### src/rtl/bg_pkg.sv
// Shared types and constants for the vertical-scrolling background renderer.
package bg_pkg;

    localparam int COLOR_W_DEF = 12;
    localparam int H_RES_DEF   = 640;
    localparam int V_RES_DEF   = 480;
    localparam int TIMER_W     = 25;

    typedef logic [COLOR_W_DEF-1:0] color_t;

    localparam color_t FLASH_ON_COLOR  = 12'h00F;
    localparam color_t FLASH_OFF_COLOR = 12'h000;

    // Palette contents after reset; entries past the table come up black.
    function automatic color_t default_color(input int idx);
        color_t c;
        case (idx)
            0:       c = 12'hF00;
            1:       c = 12'h000;
            2:       c = 12'hD80;
            3:       c = 12'hFD7;
            4:       c = 12'hFEB;
            5:       c = 12'hFA9;
            6:       c = 12'hFFF;
            7:       c = 12'h372;
            8:       c = 12'hFE9;
            9:       c = 12'h899;
            default: c = '0;
        endcase
        return c;
    endfunction

endpackage

### src/rtl/bg_palette.sv
// Writable palette with boss-mode flash override on one entry and a registered colour output.
module bg_palette
    import bg_pkg::*;
#(
    parameter int PAL_BITS    = 4,
    parameter int PAL_ENTRIES = 10,
    parameter int COLOR_W     = COLOR_W_DEF,
    parameter int FLASH_IDX   = 6,
    parameter int FLASH_BIT   = 24
) (
    input  logic                clk_i,
    input  logic                rst_i,
    input  logic                we_i,
    input  logic [PAL_BITS-1:0] waddr_i,
    input  logic [COLOR_W-1:0]  wdata_i,
    input  logic                boss_i,
    input  logic                blank_i,
    input  logic [PAL_BITS-1:0] idx_i,
    output logic [COLOR_W-1:0]  color_o
);

    logic [COLOR_W-1:0] pal_q [PAL_ENTRIES];
    logic [COLOR_W-1:0] color_d, color_q;
    logic [TIMER_W-1:0] timer_d, timer_q;
    logic               boss_q, boss_rise, flash_phase;

    always_comb begin
        boss_rise   = boss_i & ~boss_q;
        // The rise cycle itself already counts as timer 0, so the first flash phase is always the lit one.
        timer_d     = boss_rise ? '0 : timer_q + TIMER_W'(1);
        flash_phase = boss_rise ? 1'b0 : timer_q[FLASH_BIT];
        color_d     = '0;
        if (!blank_i && (int'(idx_i) < PAL_ENTRIES)) begin
            color_d = pal_q[idx_i];
            if (boss_i && (int'(idx_i) == FLASH_IDX)) begin
                color_d = flash_phase ? COLOR_W'(FLASH_OFF_COLOR) : COLOR_W'(FLASH_ON_COLOR);
            end
        end
    end

    always_ff @(posedge clk_i) begin
        if (rst_i) begin
            for (int i = 0; i < PAL_ENTRIES; i++) begin
                pal_q[i] <= COLOR_W'(default_color(i));
            end
            timer_q <= '0;
            boss_q  <= 1'b0;
            color_q <= '0;
        end else begin
            if (we_i && (int'(waddr_i) < PAL_ENTRIES)) begin
                pal_q[waddr_i] <= wdata_i;
            end
            timer_q <= timer_d;
            boss_q  <= boss_i;
            color_q <= color_d;
        end
    end

    assign color_o = color_q;

endmodule

### src/rtl/bg_scroller.sv
// Vertical-scrolling background: per-frame offset counter, row wrap, ROM address pipeline
// and the blank flag delay line feeding the palette.
module bg_scroller
    import bg_pkg::*;
#(
    parameter int H_RES       = H_RES_DEF,
    parameter int V_RES       = V_RES_DEF,
    parameter int PAL_BITS    = 4,
    parameter int PAL_ENTRIES = 10,
    parameter int COLOR_W     = COLOR_W_DEF,
    parameter int SPEED_W     = 4,
    parameter int ROM_LAT     = 1,
    parameter int FLASH_IDX   = 6,
    parameter int FLASH_BIT   = 24,
    localparam int ADDR_W     = $clog2(H_RES * V_RES)
) (
    input  logic                CLK,
    input  logic                RESET,
    input  logic                frame_tick,
    input  logic                Pause,
    input  logic                Boss,
    input  logic [SPEED_W-1:0]  speed,
    input  logic                dir,
    input  logic [9:0]          DrawX,
    input  logic [9:0]          DrawY,
    input  logic                pal_we,
    input  logic [PAL_BITS-1:0] pal_waddr,
    input  logic [COLOR_W-1:0]  pal_wdata,
    output logic [ADDR_W-1:0]   rom_addr,
    input  logic [PAL_BITS-1:0] rom_q,
    output logic [COLOR_W-1:0]  background
);

    localparam int OFS_W = $clog2(V_RES);
    localparam logic [OFS_W:0] V_RES_O = (OFS_W + 1)'(V_RES);
    localparam logic [10:0]    V_RES_Y = 11'(V_RES);
    localparam logic [9:0]     H_LIM   = 10'(H_RES);
    localparam logic [9:0]     V_LIM   = 10'(V_RES);

    logic [OFS_W-1:0]   offset_d, offset_q;
    logic [OFS_W:0]     ofs_sum, ofs_diff;
    logic [10:0]        y_sum;
    logic [OFS_W-1:0]   idx_y_d, idx_y_q;
    logic [9:0]         x_q;
    logic               blank_d, blank1_q, blank2_q;
    logic [ROM_LAT-1:0] blank_dl_q;
    logic [ADDR_W-1:0]  rom_addr_d, rom_addr_q;

    always_comb begin
        ofs_sum  = {1'b0, offset_q} + (OFS_W + 1)'(speed);
        ofs_diff = {1'b0, offset_q} - (OFS_W + 1)'(speed);
        offset_d = offset_q;
        if (frame_tick && !Pause) begin
            if (!dir) begin
                offset_d = (ofs_sum >= V_RES_O) ? OFS_W'(ofs_sum - V_RES_O) : OFS_W'(ofs_sum);
            end else begin
                offset_d = ofs_diff[OFS_W] ? OFS_W'(ofs_diff + V_RES_O) : OFS_W'(ofs_diff);
            end
        end
        y_sum      = {1'b0, DrawY} + 11'(offset_q);
        idx_y_d    = (y_sum >= V_RES_Y) ? OFS_W'(y_sum - V_RES_Y) : OFS_W'(y_sum);
        blank_d    = (DrawX >= H_LIM) || (DrawY >= V_LIM);
        rom_addr_d = ADDR_W'(idx_y_q) * ADDR_W'(H_RES) + ADDR_W'(x_q);
    end

    always_ff @(posedge CLK) begin
        if (RESET) begin
            offset_q   <= '0;
            idx_y_q    <= '0;
            x_q        <= '0;
            rom_addr_q <= '0;
            // Pipeline leaves reset blanked so nothing is drawn until real pixels reach the output.
            blank1_q   <= 1'b1;
            blank2_q   <= 1'b1;
            blank_dl_q <= '1;
        end else begin
            offset_q   <= offset_d;
            idx_y_q    <= idx_y_d;
            x_q        <= DrawX;
            blank1_q   <= blank_d;
            rom_addr_q <= blank1_q ? '0 : rom_addr_d;
            blank2_q   <= blank1_q;
            blank_dl_q <= ROM_LAT'({blank_dl_q, blank2_q});
        end
    end

    assign rom_addr = rom_addr_q;

    bg_palette #(
        .PAL_BITS   (PAL_BITS),
        .PAL_ENTRIES(PAL_ENTRIES),
        .COLOR_W    (COLOR_W),
        .FLASH_IDX  (FLASH_IDX),
        .FLASH_BIT  (FLASH_BIT)
    ) u_palette (
        .clk_i  (CLK),
        .rst_i  (RESET),
        .we_i   (pal_we),
        .waddr_i(pal_waddr),
        .wdata_i(pal_wdata),
        .boss_i (Boss),
        .blank_i(blank_dl_q[ROM_LAT-1]),
        .idx_i  (rom_q),
        .color_o(background)
    );

endmodule

### config.mk
export PLATFORM = sky130hd
export DESIGN_NAME = bg_scroller
export DESIGN_NICKNAME = d
export VERILOG_FILES = /design/src/rtl/bg_pkg.sv /design/src/rtl/bg_palette.sv /design/src/rtl/bg_scroller.sv
export SDC_FILE = /design/constraint.sdc
export NUM_CORES = 1
export LEC_CHECK = 0
export CAP_MARGIN = 40
export CORE_MARGIN = 2
export CORE_UTILIZATION = 50
export DETAILED_ROUTE_END_ITERATION = 16
export DONT_BUFFER_PORTS = 1
export PLACE_DENSITY = 0.62
export RECOVER_POWER = 25
export SYNTH_ARGS = -nofsm -noshare
export SYNTH_HDL_FRONTEND = slang
export SYNTH_SLANG_ARGS = --single-unit
### constraint.sdc
create_clock -name CLK -period 3.5 [get_ports CLK]
set_input_delay 0.7 -clock CLK [delete_from_list [all_inputs] [get_ports CLK]]
set_output_delay 0.7 -clock CLK [all_outputs]
set_load 0.005 [all_outputs]
After elaboration in Yosys (flattened, before gate mapping)
Memories as Yosys holds them, arrays and structs flattened. Index checks and enable logic that the tools add are counted.

Add/subtract/negate cells: 8. Multiply operators: 1. Order comparisons: 6. Equality and inequality tests: 1. Multiplexer cells: 25. Bitwise gates (word level): 3. Reductions and logical operators: 11.

Operators with widths (number): 12-bit two-way mux (12); 9-bit two-way mux (4); 25-bit by 1-bit adder with 25-bit output, second input constant (1); 10-bit by 9-bit greater-or-equal comparator with 1-bit output, second input constant (2); 19-bit by 10-bit adder with 19-bit output (1); 9-bit subtractor, second input constant (2); 9-bit by 3-bit multiplier with 12-bit output, second input constant (1); 12-bit OR reduction (1); 10-bit by 9-bit adder with 11-bit output (1); 11-bit by 9-bit greater-or-equal comparator with 1-bit output, second input constant (1); 9-bit by 4-bit adder with 10-bit output (1); 10-bit greater-or-equal comparator, second input constant (1); 9-bit by 4-bit subtractor with 10-bit output (1); 9-bit adder, second input constant (1); 4-bit less-than comparator, second input constant (2); 4-bit two-way mux (2); 1-bit two-way mux (7); 2-bit OR reduction (3); 4-bit equality test, second input constant (1); 1-bit logical AND (4); 1-bit zero test (2); 1-bit NOT (2); 1-bit AND (1); 1-bit logical OR (1).

Flip-flop bits (word level): 88. RAM bits: 120. Input bits: 51. Output and inout bits: 31. Logic and storage cells: 66. Memories kept: 1.

Memory list: u_palette.pal_q (depth 10, bits a word 12, rd ports 1, clocked after memory_dff 0, write ports 10, RTL line bg_palette.sv:22) `logic [COLOR_W-1:0] pal_q [PAL_ENTRIES];`.

Longest topological paths before layout
Depth in word-level cells: 7. Gate-level depth with buffers: 14. Gate-level depth less buffers: 14.

By module
Synthesis repeated with hierarchy kept, for this count alone.

Cells, all modules: 959. Area total of the unflattened synthesis: 10481.3 µm².

By module, submodules not included: bg_palette (times used 1, cells each 587, area an instance 7179.4 µm²); bg_scroller (times used 1, cells each 372, area an instance 3301.9 µm²).

Least setup slack after synthesis
OpenSTA, ideal clock, no wires.

Kind: input to register. Start: in DrawY[0]. End: reg idx_y_q[6]. Library setup time: 117 ps. Arrival: 2792 ps. Required time: 3383 ps. Setup slack: 591 ps. Stages: 11. Buffers on the path: 0. Cell sequence: ha_1 > fa_1 > a21oi_1 > o21bai_1 > a211o_2 > a21oi_1 > ha_1 > a41o_1 > a31oi_2 > mux2i_1 > nor2_1.

Word-level cells in the longest chain between the ends: 3.

RTL lines: from (decl) (RTL line bg_scroller.sv:25) `input logic [9:0] DrawY,`; 10-bit by 9-bit adder with 11-bit output (*) (RTL line bg_scroller.sv:60) `y_sum = {1'b0, DrawY} + 11'(offset_q);`; 9-bit subtractor or 11-bit by 9-bit greater-or-equal comparator with 1-bit output (tied branches) (RTL line bg_scroller.sv:61) `idx_y_d = (y_sum >= V_RES_Y) ? OFS_W'(y_sum - V_RES_Y) : OFS_W'(y_sum);`; 9-bit two-way mux (*) (RTL line bg_scroller.sv:61); to (signal assigned) (RTL line bg_scroller.sv:78) `idx_y_q <= idx_y_d;`; to (decl) (RTL line bg_scroller.sv:43) `logic [OFS_W-1:0] idx_y_d, idx_y_q;`.

Every way passes the cells marked *; elsewhere a longest branch is shown, timed or not. A chain may end at the register's enable or synchronous reset.

Worst setup path after layout
Start: reg idx_y_q[1]. End: reg rom_addr_q[18] (netlist: rom_addr[18]).

Word-level cells in the longest chain between the ends: 2.

RTL lines: 9-bit by 3-bit multiplier with 12-bit output (RTL line bg_scroller.sv:63) `rom_addr_d = ADDR_W'(idx_y_q) * ADDR_W'(H_RES) + ADDR_W'(x_q);`; 19-bit by 10-bit adder with 19-bit output (RTL line bg_scroller.sv:63); to (signal assigned) (RTL line bg_scroller.sv:81) `rom_addr_q <= blank1_q ? '0 : rom_addr_d;`; to (decl) (RTL line bg_scroller.sv:47) `logic [ADDR_W-1:0] rom_addr_d, rom_addr_q;`.

No other way between the ends.

==> results.tsv <==
stage	metric	value	unit
outcome	status	complete, no violations	
logic_synthesis	synth_sequential_area_ratio	56.2	%
floorplanning	start_util	51.2	%
grt	grt_max_degree	55	
logic_synthesis	synthDominantCellAreaShare	40.0	%
critical_path	slowest_stage	sky130_fd_sc_hd__or3b_2	
logic_synthesis	syn_inst	965	
placed_design	place_congestion	0.816	
sta	layout_worst_path_cycle_share	81.6	%
routing	drt-initial-drc-count	415	
logic_synthesis	syn_area_per_cell	11.2	sq um
power_and_ir_drop	power.density_cell_area	532	mW/mm^2
critical_path	crit_type	reg -> reg	
floorplanning	die_area	0.0228	sq mm
sta	unrepaired_setup_endpoints_after_global_routing	false	
layout	multiInputGateArea	0.00453	sq mm
clock_network	buffer_cell_driving_the_clock_tree_root	sky130_fd_sc_hd__clkbuf_16	
placed_design	dp_worst_setup_slack	0.368	ns
floorplanning	num_io_pins	82	
floorplanning	floorplan.core_area	0.0212	sq mm
sta	min_period	2.86	ns
sta	final.setup.worst_slack	0.645	ns
grt	grt_antenna_before_repair	0	
layout	seqCellArea	0.00609	sq mm
logic_synthesis	async_reset_ff_share	0	%
logic_synthesis	synth_edf_count	144	
critical_path	crit_path_max_incr_delay	0.45	ns
logic_synthesis	dominantRegCellSynth	sky130_fd_sc_hd__edfxtp_1	
logic_synthesis	post-synth-top-count-cell	sky130_fd_sc_hd__edfxtp_1	
power_and_ir_drop	report.power.total	6.37	mW
critical_path	crit_path_start_kind	register	
logic_synthesis	yosysUniqueCellTypes	62	
sta	timing_max_transition_violations_final	0	
layout	num_antenna_cells	0	
flow_run	max_cap_violations	0	
routing	routed_via_density	5.54	
power_and_ir_drop	peakVddDrop	0.322	mV
clock_network	post_cts_buffers	0	
critical_path	endpoint_kind	register	
logic_synthesis	cell_types_occupying_the_most_area_after_synthesis	sky130_fd_sc_hd__edfxtp_1, sky130_fd_sc_hd__dfxtp_1, sky130_fd_sc_hd__nor2_1	
sta	maximum_clock_skew_at_final_layout	0.0102	ns
placed_design	dp_hpwl	15800	um
clock_network	worst_setup_hold_path_clk_slew	0.06	ns
critical_path	cp_data_arrival_time	3.31	ns
clock_network	ctsHtreeMaxLevel	1	
logic_synthesis	ys_warn_count	0	
clock_network	cts_buffer_depth	3	
grt	overflow	0	
routing	route.detailed.wl_per_inst	18.5	um
layout	final.fill_count	1794	
logic_synthesis	most_area_hungry_cell_type_in_the_yosys_netlist	sky130_fd_sc_hd__edfxtp_1	
worst_hold_path	hold_path.class	in -> reg	
sta	slew_headroom	38.9	%
placed_design	numPortBuffers	0	
layout	layout-area-overhead-vs-synth	10.7	%
sta	worstMarginPinSlew	0.917	ns
critical_path	cp_data_required_time	3.96	ns
sta	hold_violations_final	0	
placed_design	place_inst	1235	
clock_network	number_of_cts_inserted_buffers	26	
routing	final_antenna_net_count	0	
layout	post_route_cells_drive_above_1_share	8.23	%
logic_synthesis	syn-cell-area	0.0108	sq mm
sta	fmaxAchievable	350	MHz
routing	detail_route.wirelength	23800	um
placed_design	dpl_cell_area	0.0112	sq mm
floorplanning	die_w	151	um
logic_synthesis	ys_seq_elements	232	
sta	fin_setup_tns	0	ns
layout	num-nets-final	1082	
grt	first_global_vias	7178	
floorplanning	std_cell_rows	53	
floorplanning	die_height	151	um
grt	grt_first_pass_wirelength	37600	um
routing	post-route-drc-count	0	
sta	setup_viol_count_final	0	
routing	route.vias.total	7104	
clock_network	tritoncts_num_sinks	232	
critical_path	critical_path_peak_fanout	3	
logic_synthesis	synth_commonest_cells	sky130_fd_sc_hd__edfxtp_1, sky130_fd_sc_hd__nor2_1, sky130_fd_sc_hd__nand2_1	
clock_network	worst_skew_pair.late_latency	0.52	ns
layout	finalInstanceArea	0.0120	sq mm
sta	holdWs	0.257	ns
clock_network	clock_tree_from_tritoncts	done	
grt	grtUsageTotal	21.4	%
routing	drtPass1Iterations	5	
clock_network	cts_hold_repair_buffers	0	
power_and_ir_drop	static-leakage-power	4.49	nW
layout	final_core_utilization	56.6	%
clock_network	postCtsResizedCells	0	
critical_path	critical_path.cell_chain	ha_1, ha_1, fa_1, a21o_1, a21oi_1, xnor2_1, nand4_1, nor2_1, nand2_1, or3b_2, a21oi_1	
layout	final_cell_count_without_fillers	1283	
==> path summary, 6_finish.rpt <==
path | start | to | slack, ns | depth (start not counted)
setup / recovery | idx_y_q[1] | rom_addr[18] | 0.64 | 11
hold / removal | RESET | u_palette.boss_q | 0.26 | 1
setup reg to reg | idx_y_q[1] | rom_addr[18] | 0.64 | 11
hold reg to reg | blank2_q | blank_dl_q | 0.41 | 1
==> flip-flops by register name (all words and copies together), names as in the netlist <==
signal             cells
x_q                   10
u_palette.color_o     12
rom_addr              19
idx_y_q                9
offset_q               9
u_palette.boss_q       1
blank1_q               1
blank2_q               1
u_palette.pal_q      144
u_palette.timer_q     25
blank_dl_q             1
==> metal layers <==
layer,up-vias,share of wire [%],global-route usage (%)
met5,-,0,0
met4,0,1.7,5.28
met3,31,7.4,5.18
met2,184,49,36.4
met1,3409,42,27.7
li1,3480,-,-
==> layout make-up <==
type,count,area share [%]
timing repair buffer,14,0.846
inverter,29,0.909
multi-input combinational,685,37.8
tap,275,2.87
clock inverter,10,0.721
clock buffer,38,6.06
sequential,232,50.8
==> placed cells by master (no fill, tap or decap), types with 10 or more instances in the layout <==
cell and count:
sky130_fd_sc_hd__nor3_1 12, sky130_fd_sc_hd__dfxtp_1 88, sky130_fd_sc_hd__nand2b_1 16, sky130_fd_sc_hd__buf_4 10
sky130_fd_sc_hd__xnor2_1 14, sky130_fd_sc_hd__clkbuf_1 12, sky130_fd_sc_hd__clkbuf_16 26, sky130_fd_sc_hd__mux4_2 20
sky130_fd_sc_hd__inv_1 29, sky130_fd_sc_hd__mux2i_1 35, sky130_fd_sc_hd__nand2_1 108, sky130_fd_sc_hd__edfxtp_1 144
sky130_fd_sc_hd__xor2_1 32, sky130_fd_sc_hd__nor2b_1 24, sky130_fd_sc_hd__a21oi_1 48, sky130_fd_sc_hd__nand3_1 23
sky130_fd_sc_hd__conb_1 24, sky130_fd_sc_hd__nor2_1 134, sky130_fd_sc_hd__o21ai_0 31, sky130_fd_sc_hd__a221oi_1 10
sky130_fd_sc_hd__ha_1 38
==> cells by family after synthesis <==
| family | Yosys count | synth area share, % |
|---|---|---|
| buffers and inverters | 71 | 2.74 |
| adder cells (fa/ha/maj) | 43 | 5.32 |
| multiplexers | 55 | 7.40 |
| other | 1 | 0.0346 |
| AO/OA/AOI/OAI | 142 | 8.59 |
| AND/OR/NAND/NOR | 375 | 16.0 |
| XOR/XNOR | 46 | 3.72 |
| flip-flops | 232 | 56.2 |
==> where the power goes <==
group | switching, mW | internal [mW] | total, mW
clock network | 1.06 | 1.51 | 2.58
logic | 0.383 | 0.304 | 0.687
registers | 0.0616 | 3.05 | 3.11
==> worst max-delay path: cells and delay by family, from the launching register on <==
family          cells  cell delay (ns)
fa+ha+maj           3             0.93
simple gates        4             0.81
compound gates      3             0.52
flops               1             0.34
xor+xnor            1             0.19
Power figures use the tool's default switching activity.
